==> src/rtl/lsu_pkg.sv <==
// Shared definitions for the MEM-stage load/store unit: funct3 codes, FSM states, lane helpers.
// REQ2/WAIT2 states exist only when LSU_MISALIGNED_SPLIT_EN is defined.
package lsu_pkg;

    localparam logic [2:0] F3_LB  = 3'b000;
    localparam logic [2:0] F3_LH  = 3'b001;
    localparam logic [2:0] F3_LW  = 3'b010;
    localparam logic [2:0] F3_LBU = 3'b100;
    localparam logic [2:0] F3_LHU = 3'b101;
    localparam logic [2:0] F3_SB  = 3'b000;
    localparam logic [2:0] F3_SH  = 3'b001;
    localparam logic [2:0] F3_SW  = 3'b010;

    typedef enum logic [2:0] {
        ST_IDLE,
        ST_REQ,
        ST_WAIT
`ifdef LSU_MISALIGNED_SPLIT_EN
        , ST_REQ2
        , ST_WAIT2
`endif
    } lsu_state_e;

    // Byte enables for the low (hi_word=0) or following (hi_word=1) bus word.
    function automatic logic [3:0] lsu_be(input logic [2:0] f3, input logic [1:0] off,
                                          input logic hi_word);
        logic [7:0] m;
        case (f3[1:0])
            2'b00:   m = 8'h01;
            2'b01:   m = 8'h03;
            default: m = 8'h0F;
        endcase
        m = m << off;
        return hi_word ? m[7:4] : m[3:0];
    endfunction

    function automatic logic lsu_aligned(input logic [2:0] f3, input logic [1:0] off);
        case (f3[1:0])
            2'b00:   return 1'b1;
            2'b01:   return ~off[0];
            default: return (off == 2'b00);
        endcase
    endfunction

    function automatic logic lsu_crosses(input logic [2:0] f3, input logic [1:0] off);
        case (f3[1:0])
            2'b00:   return 1'b0;
            2'b01:   return (off == 2'b11);
            default: return (off != 2'b00);
        endcase
    endfunction

endpackage

==> src/rtl/lsu_load_align.sv <==
// Load data lane select and sign/zero extension; merges two bus words when
// LSU_MISALIGNED_SPLIT_EN is defined.
module lsu_load_align
    import lsu_pkg::*;
(
    input  logic [2:0]  i_funct3,
    input  logic [1:0]  i_off,
    input  logic [31:0] i_rdata_lo,
`ifdef LSU_MISALIGNED_SPLIT_EN
    input  logic [31:0] i_rdata_hi,
`endif
    output logic [31:0] o_data
);

    logic [31:0] w_sh;

`ifdef LSU_MISALIGNED_SPLIT_EN
    assign w_sh = 32'({i_rdata_hi, i_rdata_lo} >> {i_off, 3'b000});
`else
    assign w_sh = i_rdata_lo >> {i_off, 3'b000};
`endif

    always_comb begin
        o_data = w_sh;
        case (i_funct3[1:0])
            2'b00:   o_data = i_funct3[2] ? {24'h0, w_sh[7:0]} : {{24{w_sh[7]}}, w_sh[7:0]};
            2'b01:   o_data = i_funct3[2] ? {16'h0, w_sh[15:0]} : {{16{w_sh[15]}}, w_sh[15:0]};
            default: o_data = w_sh;
        endcase
    end

endmodule

==> src/rtl/mem_lsu.sv <==
// MEM-stage load/store unit driving a req/gnt/rvalid data bus.
// Optional LSU_MISALIGNED_SPLIT_EN splits word-crossing accesses instead of faulting them.
module mem_lsu
    import lsu_pkg::*;
#(
    parameter int unsigned ADDR_W = 32,
    parameter int unsigned DATA_W = 32
) (
    input  logic              i_clk,
    input  logic              i_rst,
    input  logic              i_req_valid_mem,
    output logic              o_req_ready_mem,
    input  logic [ADDR_W-1:0] i_alu_data_mem,
    input  logic [31:0]       i_rs2_data_mem,
    input  logic [2:0]        i_funct3_mem,
    input  logic              i_mem_wren_mem,
    output logic              o_stall_mem,
    output logic              o_done_mem,
    output logic [31:0]       o_ld_data_mem,
    output logic              o_misaligned_mem,
    output logic              o_dmem_req,
    output logic              o_dmem_we,
    output logic [ADDR_W-1:0] o_dmem_addr,
    output logic [DATA_W-1:0] o_dmem_wdata,
    output logic [3:0]        o_dmem_be,
    input  logic              i_dmem_gnt,
    input  logic              i_dmem_rvalid,
    input  logic [DATA_W-1:0] i_dmem_rdata
);

    if (DATA_W != 32) begin : g_bad_data_w
        $error("mem_lsu: DATA_W must be 32");
    end

    lsu_state_e        r_state, w_state_nxt;
    logic [ADDR_W-1:0] r_addr;
    logic [31:0]       r_wdata;
    logic [2:0]        r_funct3;
    logic              r_wren;
    logic              r_done, r_mis;
    logic [31:0]       r_ld_data;
    logic              w_idle, w_accept, w_fault, w_retire, w_ld_fin, w_req, w_hi;
    logic [31:0]       w_ld_ext, w_lo_in, w_repl, w_wdata;
    logic [ADDR_W-1:0] w_addr;
`ifdef LSU_MISALIGNED_SPLIT_EN
    logic              r_cross, w_lo_cap;
    logic [31:0]       r_lo;
    logic [63:0]       w_wide;
`endif

    assign w_idle          = (r_state == ST_IDLE);
    assign o_req_ready_mem = w_idle;
    // The op held in MEM during its done cycle is the one retiring, so it must not re-accept.
    assign w_accept        = i_req_valid_mem & w_idle & ~r_done;
    assign o_stall_mem     = i_req_valid_mem & ~r_done;
`ifdef LSU_MISALIGNED_SPLIT_EN
    assign w_fault = 1'b0;
`else
    assign w_fault = w_accept & ~lsu_aligned(i_funct3_mem, i_alu_data_mem[1:0]);
`endif

    always_ff @(posedge i_clk) begin
        if (i_rst) r_state <= ST_IDLE;
        else       r_state <= w_state_nxt;
    end

    always_comb begin
        w_state_nxt = r_state;
        w_retire    = 1'b0;
        w_ld_fin    = 1'b0;
`ifdef LSU_MISALIGNED_SPLIT_EN
        w_lo_cap    = 1'b0;
`endif
        case (r_state)
            ST_IDLE: if (w_accept && !w_fault) w_state_nxt = ST_REQ;
            ST_REQ: if (i_dmem_gnt) begin
                if (!r_wren) w_state_nxt = ST_WAIT;
`ifdef LSU_MISALIGNED_SPLIT_EN
                else if (r_cross) w_state_nxt = ST_REQ2;
`endif
                else begin
                    w_state_nxt = ST_IDLE;
                    w_retire    = 1'b1;
                end
            end
            ST_WAIT: if (i_dmem_rvalid) begin
`ifdef LSU_MISALIGNED_SPLIT_EN
                if (r_cross) begin
                    w_state_nxt = ST_REQ2;
                    w_lo_cap    = 1'b1;
                end else
`endif
                begin
                    w_state_nxt = ST_IDLE;
                    w_retire    = 1'b1;
                    w_ld_fin    = 1'b1;
                end
            end
`ifdef LSU_MISALIGNED_SPLIT_EN
            ST_REQ2: if (i_dmem_gnt) begin
                if (r_wren) begin
                    w_state_nxt = ST_IDLE;
                    w_retire    = 1'b1;
                end else begin
                    w_state_nxt = ST_WAIT2;
                end
            end
            ST_WAIT2: if (i_dmem_rvalid) begin
                w_state_nxt = ST_IDLE;
                w_retire    = 1'b1;
                w_ld_fin    = 1'b1;
            end
`endif
            default: w_state_nxt = ST_IDLE;
        endcase
    end

    always_ff @(posedge i_clk) begin
        if (i_rst) begin
            r_addr    <= '0;
            r_wdata   <= '0;
            r_funct3  <= '0;
            r_wren    <= 1'b0;
            r_done    <= 1'b0;
            r_mis     <= 1'b0;
            r_ld_data <= '0;
`ifdef LSU_MISALIGNED_SPLIT_EN
            r_cross   <= 1'b0;
            r_lo      <= '0;
`endif
        end else begin
            r_done <= w_retire | w_fault;
            r_mis  <= w_fault;
            if (w_accept) begin
                r_addr   <= i_alu_data_mem;
                r_wdata  <= i_rs2_data_mem;
                r_funct3 <= i_funct3_mem;
                r_wren   <= i_mem_wren_mem;
`ifdef LSU_MISALIGNED_SPLIT_EN
                r_cross  <= lsu_crosses(i_funct3_mem, i_alu_data_mem[1:0]);
`endif
            end
            if (w_fault)       r_ld_data <= '0;
            else if (w_ld_fin) r_ld_data <= w_ld_ext;
`ifdef LSU_MISALIGNED_SPLIT_EN
            if (w_lo_cap) r_lo <= i_dmem_rdata;
`endif
        end
    end

    always_comb begin
        case (r_funct3[1:0])
            2'b00:   w_repl = {4{r_wdata[7:0]}};
            2'b01:   w_repl = {2{r_wdata[15:0]}};
            default: w_repl = r_wdata;
        endcase
    end

`ifdef LSU_MISALIGNED_SPLIT_EN
    assign w_req   = (r_state == ST_REQ) | (r_state == ST_REQ2);
    assign w_hi    = (r_state == ST_REQ2);
    assign w_wide  = {32'h0, r_wdata} << {r_addr[1:0], 3'b000};
    assign w_wdata = (r_funct3[1:0] == 2'b00) ? w_repl : (w_hi ? w_wide[63:32] : w_wide[31:0]);
    assign w_addr  = {r_addr[ADDR_W-1:2], 2'b00} + (w_hi ? ADDR_W'(4) : '0);
    assign w_lo_in = r_cross ? r_lo : i_dmem_rdata;
`else
    assign w_req   = (r_state == ST_REQ);
    assign w_hi    = 1'b0;
    assign w_wdata = w_repl;
    assign w_addr  = {r_addr[ADDR_W-1:2], 2'b00};
    assign w_lo_in = i_dmem_rdata;
`endif

    assign o_dmem_req   = w_req;
    assign o_dmem_we    = w_req & r_wren;
    assign o_dmem_addr  = w_req ? w_addr : '0;
    assign o_dmem_wdata = w_req ? w_wdata : '0;
    assign o_dmem_be    = w_req ? lsu_be(r_funct3, r_addr[1:0], w_hi) : '0;

    lsu_load_align u_load_align (
        .i_funct3   (r_funct3),
        .i_off      (r_addr[1:0]),
        .i_rdata_lo (w_lo_in),
`ifdef LSU_MISALIGNED_SPLIT_EN
        .i_rdata_hi (i_dmem_rdata),
`endif
        .o_data     (w_ld_ext)
    );

    assign o_done_mem       = r_done;
    assign o_misaligned_mem = r_mis;
    assign o_ld_data_mem    = r_ld_data;

endmodule

==> config.mk <==
export PLATFORM = sky130hd
export DESIGN_NAME = mem_lsu
export DESIGN_NICKNAME = d
export VERILOG_FILES = /design/src/rtl/lsu_pkg.sv /design/src/rtl/lsu_load_align.sv /design/src/rtl/mem_lsu.sv
export SDC_FILE = /design/constraint.sdc
export NUM_CORES = 1
export LEC_CHECK = 0
export ABC_AREA = 0
export BUFFER_PORTS_ARGS = -buffer_cell sky130_fd_sc_hd__buf_4
export CORE_UTILIZATION = 52
export CTS_CLUSTER_DIAMETER = 200
export DETAILED_ROUTE_END_ITERATION = 6
export GPL_TIMING_DRIVEN = 0
export PLACE_DENSITY = 0.89
export SETUP_SLACK_MARGIN = 0.3
export SYNTH_ARGS = -nofsm -noshare
export SYNTH_HDL_FRONTEND = slang
export SYNTH_SLANG_ARGS = --single-unit
==> constraint.sdc <==
create_clock -name i_clk -period 4.77 [get_ports i_clk]
set_input_delay 0.477 -clock i_clk [delete_from_list [all_inputs] [get_ports i_clk]]
set_output_delay 0.477 -clock i_clk [all_outputs]
set_load 0.01 [all_outputs]
After elaboration in Yosys (flattened, before gate mapping)
Index checks and enable logic that the tools add are counted.
Storage, ports and cells
  bits of input ports: 105
  output and inout bits: 106
  register bits: 105
Cells by class
  eq/ne operators: 7
  bitwise operators: 9
  shifts and indexed selects: 2
  reductions and logical operators: 8
  muxes and demuxes: 19
Operators by type and width (number)
  $mux 32: 4
  $pmux 32 s2: 2
  $shr 32x5->32: 1
  $mux 3: 3
  $pmux 3 s3: 1
  $pmux 4 s2: 1
  $shl 8x2->4: 1
  $logic_not 2->1: 3
  $and 1x1->1: 5
  $eq 2x1->1 const B: 2
  $mux 1: 4
  $mux 4: 1
  $ne 2x2->1 const B: 2
  $pmux 1 s2: 2
  $eq 3x1->1 const B: 1
  $eq 3x2->1 const B: 1
  $logic_not 3->1: 1
  $not 1->1: 3
  $reduce_and 3->1: 1
  $mux 2: 1
  $ne 2x1->1 const B: 1
  $reduce_or 2->1: 1
  $logic_and 1x1->1: 1
  $logic_not 1->1: 1
  $or 1x1->1: 1

Longest topological paths before layout
Gate-level depths: netlist (run 1).
  word-level depth: 8
  depth in mapped cells: 8

Modules after synthesis
From an unflattened synthesis (run 1), not the netlist that was laid out.
Unflattened totals
  cells, all modules: 706
  area, all modules: 5352.6 um2
By module, submodules not included
  mem_lsu: area an instance 4584.4 um2, cells an instance 603, seq. area each 2082.0 um2, times used 1
  lsu_load_align: area an instance 768.2 um2, cells an instance 103, seq. area each 0.0 um2, times used 1

Worst setup path after synthesis (run 1)
No wires, ideal clock.
  kind: reg2reg
  start point: reg r_state[0]
  end point: reg r_ld_data[21] (netlist: o_ld_data_mem[21])
  clock period less this slack: 1844 ps
  path buffers: 2
  data arrival time: 1725 ps
  slack: 2926 ps
  stages on the path, launching flop included: 9
  path through: dfxtp_1 > inv_1 > ha_1 > nand3b_4 > or3_4 > nor2b_1 > buf_1 > buf_2 > o221a_1
On the way
  cells in the longest elaborated chain, start to end: 5
RTL lines
  start: declaration: line mem_lsu.sv:35  | lsu_state_e r_state, w_state_nxt;
  start signal: assignment: line mem_lsu.sv:64  | else r_state <= w_state_nxt;
  $logic_not 3->1: line mem_lsu.sv:51  | assign w_idle = (r_state == ST_IDLE);
  net o_req_ready_mem: line mem_lsu.sv:12  | output logic o_req_ready_mem,
  $and 1x1->1 (2 in a row): line mem_lsu.sv:54  | assign w_accept = i_req_valid_mem & w_idle & ~r_done;
  $and 1x1->1: line mem_lsu.sv:59  | assign w_fault = w_accept & ~lsu_aligned(i_funct3_mem, i_alu_data_mem[1:0]);
  $reduce_or 2->1 (no line)
  end signal: assignment: line mem_lsu.sv:144  | else if (w_ld_fin) r_ld_data <= w_ld_ext;
  end: declaration: line mem_lsu.sv:41  | logic [31:0] r_ld_data;
The timed path passes the listed nets, and every way through them passes these cells.
A chain may end at the register's enable or synchronous reset.

Final worst setup path (run 1)
  start point: reg r_funct3[1]
  end point: out o_dmem_wdata[9]
On the way
  cells in the longest elaborated chain, start to end: 3
RTL lines
  start: declaration: line mem_lsu.sv:38  | logic [2:0] r_funct3;
  start signal: assignment: line mem_lsu.sv:137  | r_funct3 <= i_funct3_mem;
  $eq 2x1->1 or $logic_not 2->1 (tied branches): line mem_lsu.sv:152  | case (r_funct3[1:0])
  $pmux 32 s2 *: line mem_lsu.sv:152
  $mux 32 *: line mem_lsu.sv:177  | assign o_dmem_wdata = w_req ? w_wdata : '0;
  end: declaration: line mem_lsu.sv:24  | output logic [DATA_W-1:0] o_dmem_wdata,
Every way passes the cells marked *; elsewhere a longest branch is shown, timed or not.

==> metrics.yaml, run 1 <==
status: "finished, final reports clean"
routabilityCongestion: 0.911
ff2ff_setup_slack_ns: 2.74
synth_cell_types: 39
cts.sinks: 104
max_freq_ghz: 0.377
crit_arrival_ns: 2.17
overflow: 0
io_buffers: 208
ios: 211
wl_per_cell_um: 15.7
clk_pin_slew_ns: 0.10
ys.flop_type: "dfxtp_1"
synth-seq-area-share_pct: 40.8
dieArea_um2: 10200
ant_nets: 0
cts_tree: "built"
drv_slew: 0
fin_tns_setup_ns: 0
grt_pass1_wl_um: 24100
cts_hold_buf: 0
dr_total_vias: 5463
grt_util_all_layers_pct: 30.3
via_per_inst: 5.44
yosys.area.top_type: "dfxtp_1"
firstDrtPassIters: 4
core-area_um2: 9370
nFillCells: 767
dpl.hpwl_um: 12200
finalWirelength_um: 15800
cts-htree-levels: 3
worstPathMaxFanout: 10
grt_antenna_before_repair: 0
worstPathRequired_ns: 4.29
grt_max_degree: 17
die_y_um: 101
fin_crit_ns: 2.65
syn_inst: 651
drc_errors: 0
grt_pass1_vias: 4985
tightest_slew_ns: 0.552
timing.critical_path.from_type: "register"
synth_area_per_cell_um2: 7.83
worst_path_max_delay_cell: "dfxtp_1"
rsz0062_at_grt: "false"
yosys_warnings: 0
critical_path_class: "reg -> out"
relSlewSlack_pct: 63.2
min_path_cells: 3
fin_skew_ns: 0.0152
utilization_pct: 75.0
hp-class: "in -> reg"
fin_nets: 979
cts_root_buf: "clkbuf_8"
p_leak_uw: 0.00302
maxCapViolCount: 0
final_hold_viol_count: 0
crit_chain: "or2_2 -> clkbuf_1 -> clkbuf_1 -> nand2_1 -> a21oi_1 -> buf_4"
synthArstFlopShare_pct: 0
synth-edff-count: 0
clock_path_buffers: 2
reg2reg_depth: 8
max-vdd-ir-drop_v: 0.000172
pwr_density_cell_nw_per_um2: 283
cts_setup_buffers: 0
end_kind: "output port"
row_count: 35
clock_latency_ns: 0.37
ff_latch_area_um2: 2080
setup_viol: 0
drt_iter0_drc: 184
placed_cell_area_um2: 6830
cts_buffers: 9
post-route-cell-area_um2: 7030
synth_area_um2: 5100
multi_input_area_um2: 2720
cts_resized: 0
cpMostUsedCell: "clkbuf_1"
area_growth_pct: 37.9
final_layout_size_suffix_gt1_share_pct: 30.3
synth_top_area_share_pct: 40.8
diodes: 0
cp_slowest_stage_delay_ns: 0.44
synthTopCellsByArea: "dfxtp_1 41%, nand2_1 13%, a21oi_1 10%, mux2i_1 6.5%, and2_1 6.0%"
start_util_pct: 54.4
finalCritPeriodShare_pct: 55.6
ys_ff_latch: 104
dieWidth_um: 101
-- stage by stage --
stage	power [uW]	setup WS (ns)	hold slack (ns)	instances
2_1_floorplan	1230	2.93	0.432	652
3_3_place_gp	1410	2.64	0.439	989
3_5_place_dp	1420	2.61	0.442	989
4_1_cts	1990	2.19	0.339	1005
5_1_grt	2070	1.96	0.339	1005
6_report	1990	2.12	0.347	1005
-- worst max-delay path: cells and delay by family (launching register included) --
kind	cells	cell delay, ns
compound gates	1	0.27
buf+inv	3	0.85
flops	1	0.44
simple gates	2	0.26
-- report_power, final --
group	total [uW]	internal, uW	switching, uW	leakage, uW
Clock	579	273	306	0.000107
Combinational	453	200	254	0.00207
Sequential	957	921	36.2	0.000849
-- layer usage --
layer | wire (um) | vias up | global-route usage [%]
met5 | 0 | - | 0
met4 | 484 | 0 | 12.7
met3 | 1150 | 40 | 4.58
met2 | 7940 | 276 | 54.2
met1 | 6240 | 2533 | 36.1
li1 | - | 2614 | -
-- cells by family (layout without fill, tap and decap cells) --
| kind of cell | after synthesis | count (layout) | synth area share [%] |
|---|---|---|---|
| simple gates | 294 | 294 | 25.8 |
| compound gates | 146 | 146 | 17.8 |
| flops | 104 | 104 | 40.8 |
| buf+inv | 61 | 285 | 5.84 |
| mux | 42 | 42 | 8.91 |
| fa+ha+maj | 3 | 3 | 0.736 |
| other cells | 1 | 2 | 0.0735 |
-- worst paths after layout --
| kind | to | start |
|---|---|---|
| max | o_dmem_wdata[9] | r_funct3[1] |
| min | r_addr[19] | i_alu_data_mem[19] |
| max reg2reg | o_ld_data_mem[21] | r_state[1] |
| min reg2reg | r_addr[7] | r_addr[7] |
-- state kept, by name, indices dropped and copies added (netlist names) --
| name | count |
|---|---|
| o_done_mem | 1 |
| o_misaligned_mem | 1 |
| r_funct3 | 3 |
| r_state | 2 |
| r_wdata | 32 |
| r_wren | 1 |
| r_addr | 32 |
| o_ld_data_mem | 32 |
-- cell type report --
type / count / share of cell area, %
multi-input combinational: 487 / 38.7
sequential: 104 / 29.6
timing repair buffer: 208 / 22.2
buffer: 56 / 3.97
tap: 129 / 2.29
clock buffer: 12 / 2.21
clock inverter: 4 / 0.747
inverter: 5 / 0.267
-- Yosys cell counts (all sizes together), types with 2 or more instances --
| master | number |
|---|---|
| ha | 3 |
| clkbuf | 28 |
| mux2 | 7 |
| nand2 | 171 |
| nor2 | 48 |
| mux4 | 2 |
| inv | 5 |
| and2 | 50 |
| o221a | 16 |
| nor2b | 4 |
| o211ai | 8 |
| dfxtp | 104 |
| mux2i | 33 |
| nand2b | 4 |
| buf | 28 |
| a21oi | 104 |
| nor3 | 12 |
| o2bb2ai | 8 |
| o21ai | 4 |
-- cell usage in the layout (no fill, tap or decap), types with 2 or more instances in the layout --
cell type / count
conb_1: 2
nor3_1: 12
mux2i_1: 33
nor2b_1: 3
o211ai_1: 8
clkinv_4: 2
and2_1: 49
buf_6: 4
dfxtp_1: 104
o21ai_0: 3
clkbuf_8: 11
o2bb2ai_1: 8
nand2_1: 171
ha_1: 3
buf_1: 3
clkbuf_1: 29
nor2_1: 47
buf_4: 213
o221a_1: 16
mux2_2: 7
buf_2: 16
a21oi_1: 104
nand2b_1: 4
mux4_2: 2
inv_1: 4
No activity file was read; power rests on OpenSTA's default activity.
==> inputs of run 2 (changes only) <==
CORE_UTILIZATION = 48   (was 52)
PLACE_DENSITY = 0.83   (was 0.89)
clock period = 2.7 ns   (was 4.77 ns; I/O delays follow)
==> metrics.yaml, run 2 (same netlist as run 1, synthesis figures left out) <==
grt_max_degree: 17
cts_root_buf: "clkbuf_8"
clock_latency_ns: 0.37
cts_buffers: 9
final_layout_size_suffix_gt1_share_pct: 30.4
mostFrequentLayoutCell: "buf_4"
finalWirelength_um: 15500
dr_total_vias: 5330
maxCapViolCount: 0
p_leak_uw: 0.00302
fin_skew_ns: 0.0126
rsz0062_at_grt: "false"
fin_crit_ns: 2.29
status: "finished, final reports clean"
core-area_um2: 10300
worstPathMaxFanout: 10
grt_pass1_wl_um: 24500
dieArea_um2: 11000
overflow: 0
final_cell_mix: "213 x buf_4, 171 x nand2_1, 104 x a21oi_1, 104 x dfxtp_1, 49 x and2_1"
routabilityCongestion: 0.880
clk_pin_slew_ns: 0.10
m1WireLength_um: 6370
crit_start: "r_addr[0]"
cts_tree: "built"
dpl.hpwl_um: 12200
ios: 211
diodes: 0
crit_arrival_ns: 2.02
min_from: "i_alu_data_mem[18]"
relSlewSlack_pct: 63.6
clock_path_buffers: 2
final_hold_viol_count: 0
hp-class: "in -> reg"
timing.critical_path.from_type: "register"
wl_met3_um: 1030
dieWidth_um: 105
row_count: 37
route.met2.wl_um: 7730
fin_tns_setup_ns: 0
area_growth_pct: 38.0
worstPathRequired_ns: 2.43
firstDrtPassIters: 5
cts.sinks: 104
finalPower_uw: 3480
r2r-start: "r_state[0]"
grt_pass1_vias: 5190
tightest_slew_ns: 0.544
pwr_density_cell_nw_per_um2: 494
start_util_pct: 49.4
cts_hold_buf: 0
die_y_um: 105
max-vdd-ir-drop_v: 0.000298
end_kind: "output port"
wl_per_cell_um: 15.3
finalCritPeriodShare_pct: 84.9
top_layer_used: "met4"
setup_viol: 0
drc_errors: 0
max_freq_ghz: 0.436
drv_slew: 0
critical_path_class: "reg -> out"
nFillCells: 879
grt_antenna_before_repair: 0
io_buffers: 208
fin_nets: 979
grt_util_all_layers_pct: 28.0
cts-htree-levels: 3
ant_nets: 0
drt_iter0_drc: 229
via_per_inst: 5.27
[run 2: cell type report]
type / instances / area [um2] / area share (%)
buffer: 56 / 284 / 4.04
clock buffer: 11 / 141 / 2.01
clock inverter: 4 / 55.1 / 0.783
inverter: 5 / 18.8 / 0.267
multi-input combinational: 487 / 2720 / 38.7
sequential: 104 / 2080 / 29.6
tap: 136 / 170 / 2.42
timing repair buffer: 208 / 1560 / 22.2
[run 2: per-layer routing]
layer,vias to the layer above,global-route usage (%)
li1,2620,-
met1,2458,32.3
met2,217,50.4
met3,35,5.74
met4,0,10.8
met5,-,0
[run 2: worst paths after layout]
check / slack [ns] / endpoint / cells past startpoint
max: 0.41 / o_dmem_be[3] / 6
min: 0.13 / r_addr[18] / 3
max reg2reg: 0.67 / o_ld_data_mem[28] / 8
min reg2reg: 0.46 / r_addr[13] / 2
[run 2: worst max-delay path: stages, from the launching register on]
cell and delay [ns]:
dfxtp_1 0.34, buf_6 0.13, buf_2 0.25, buf_1 0.45
o21ai_0 0.17, a21oi_1 0.17, buf_4 0.15
[run 2: power breakdown]
part / total (uW) / leakage, uW / internal, uW / switching (uW)
logic: 797 / 0.00207 / 354 / 443
clock network: 991 / 0.0000956 / 453 / 538
registers: 1690 / 0.000849 / 1630 / 62.8
[run 2: what timing repair did]
item | CTS | global route
endpoints found under the setup margin | 0 | 12
resized for setup | 0 | 6
setup buffers | 0 | 0
[run 2: through the flow]
step / hold WS (ns) / instances / setup slack, ns / area, um2 / util, %
6_report: 0.131 / 1011 / 0.408 / 7040 / 68.1
5_1_grt: 0.125 / 1011 / 0.302 / 7040 / 68.1
4_1_cts: 0.125 / 1011 / 0.313 / 7030 / 68.1
3_5_place_dp: 0.445 / 996 / 0.695 / 6830 / 66.2
3_3_place_gp: 0.439 / 996 / 0.712 / 6830 / 66.2
2_1_floorplan: 0.406 / 652 / 0.856 / 5100 / -
==> inputs of run 3 (changes only) <==
CORE_UTILIZATION = 44   (was 48)
PLACE_DENSITY = 0.8   (was 0.83)
clock period = 1.9 ns   (was 2.7 ns; I/O delays follow)
==> metrics.yaml, run 3 (same netlist as run 1, synthesis figures left out) <==
die_y_um: 110
multi_input_area_um2: 3200
grt_use_met1_pct: 34.2
drt_iter0_drc: 299
cts-htree-levels: 3
grt_pass1_vias: 5323
dieWidth_um: 110
relSlewSlack_pct: 59.0
routabilityCongestion: 0.871
dr_total_vias: 5784
max_freq_ghz: 0.550
clock_latency_ns: 0.35
hp-class: "in -> reg"
nFillCells: 715
cp.buffers_inverters: 3
setup_viol: 0
tightest_slew_ns: 0.615
max-vdd-ir-drop_v: 0.000561
start_util_pct: 46.0
cts_tree: "built"
clock_path_buffers: 2
rsz0062_at_grt: "true"
grt_pass1_wl_um: 26400
dieArea_um2: 12000
cts_root_buf: "clkbuf_16"
ff_latch_area_um2: 2100
ios: 211
end_kind: "output port"
area_growth_pct: 69.3
worstPathRequired_ns: 1.71
row_count: 38
grt_antenna_before_repair: 0
mostFrequentLayoutCell: "buf_4"
worstPathMaxFanout: 10
grt_max_degree: 20
final_cell_mix: "191 x buf_4, 156 x nand2_1, 98 x dfxtp_1"
grt-busiest-layer: "met2"
cp_top_family: "buffers and inverters"
gr-usage-met3_pct: 4.98
drv_slew: 0
wl_per_cell_um: 18.0
placed_cell_area_um2: 6860
via_per_inst: 5.45
cp_slowest_stage_delay_ns: 0.33
final_layout_size_suffix_gt1_share_pct: 48.0
p_leak_uw: 0.00370
finalCritPeriodShare_pct: 95.8
critical_path_class: "reg -> out"
maxCapViolCount: 0
clk_pin_slew_ns: 0.08
cpMostUsedCell: "nor2_1"
fin_crit_ns: 1.82
crit_chain: "buf_6 -> buf_12 -> mux2i_1 -> nor2_1 -> a21oi_1 -> nor2_1 -> buf_4"
io_buffers: 208
timing.critical_path.from_type: "register"
dpl.hpwl_um: 12000
diodes: 0
fin_tns_setup_ns: 0
cts_hold_buf: 0
cts_buffers: 9
fin_nets: 1024
worst_path_max_delay_cell: "dfxtp_2"
status: "finished, final reports clean"
drc_errors: 0
core-area_um2: 11100
firstDrtPassIters: 5
final_hold_viol_count: 0
fin_skew_ns: 0.0125
post-route-cell-area_um2: 8630
grt_util_all_layers_pct: 28.7
crit_arrival_ns: 1.63
cts.sinks: 104
overflow: 0
finalWirelength_um: 19100
ant_nets: 0
use_met2_pct: 49.6
pwr_density_cell_nw_per_um2: 709
-- run 3: stage by stage --
step	std cells	power, uW	hold slack [ns]	setup WS [ns]	util, %
floorplan	652	3100	0.318	0.304	-
global route	1061	6330	0.0766	0.0196	77.9
finish	1061	6110	0.0802	0.0806	77.9
detailed placement	1000	3580	0.442	0.0274	61.9
global placement	1000	3560	0.438	0.0512	61.9
CTS	1049	5820	0.0808	0.120	72.3
-- run 3: final cells by class --
type	instances	share of cell area (%)
Timing Repair Buffer	253	25.7
Buffer	56	6.89
Sequential cell	104	24.3
Multi-Input combinational cell	487	37.1
Tap cell	140	2.03
Clock buffer	9	2.61
Clock inverter	7	1.01
Inverter	5	0.391
-- run 3: tightest hold or removal path, delay by kind of cell --
kind,cells,cell delay (ns)
and+or+nand+nor,1,0.04
buffers and inverters,1,0.11
AOI/OAI and AO/OA,1,0.05
-- run 3: routing by layer --
metal	up-vias	wire length (um)
met5	-	0
met4	0	788
met3	67	1280
met2	276	9580
met1	2729	7480
li1	2712	-
-- run 3: report_power, final --
part	total, uW	leakage, uW	internal (uW)	switching [uW]
Sequential	2430	0.000853	2310	118
Combinational	1720	0.00269	875	845
Clock	1970	0.000154	1050	911
-- run 3: path summary, 6_finish.rpt --
| kind | startpoint | endpoint | slack (ns) | depth (start not counted) |
|---|---|---|---|---|
| worst max register to register | r_funct3[0] | o_ld_data_mem[22] | 0.13 | 7 |
| worst min register to register | r_addr[11] | r_addr[11] | 0.46 | 2 |
| worst min-delay path | i_rs2_data_mem[6] | r_wdata[6] | 0.08 | 3 |
| worst max-delay path | r_funct3[0] | o_dmem_wdata[25] | 0.08 | 7 |
-- run 3: what timing repair did --
action                     4_1_cts  5_1_grt
gates resized for setup        146      166
pin swaps                       24       64
setup buffers                   24       10
setup endpoints to repair      119      134
gates cloned                     9        2
hold endpoints to repair         0        0
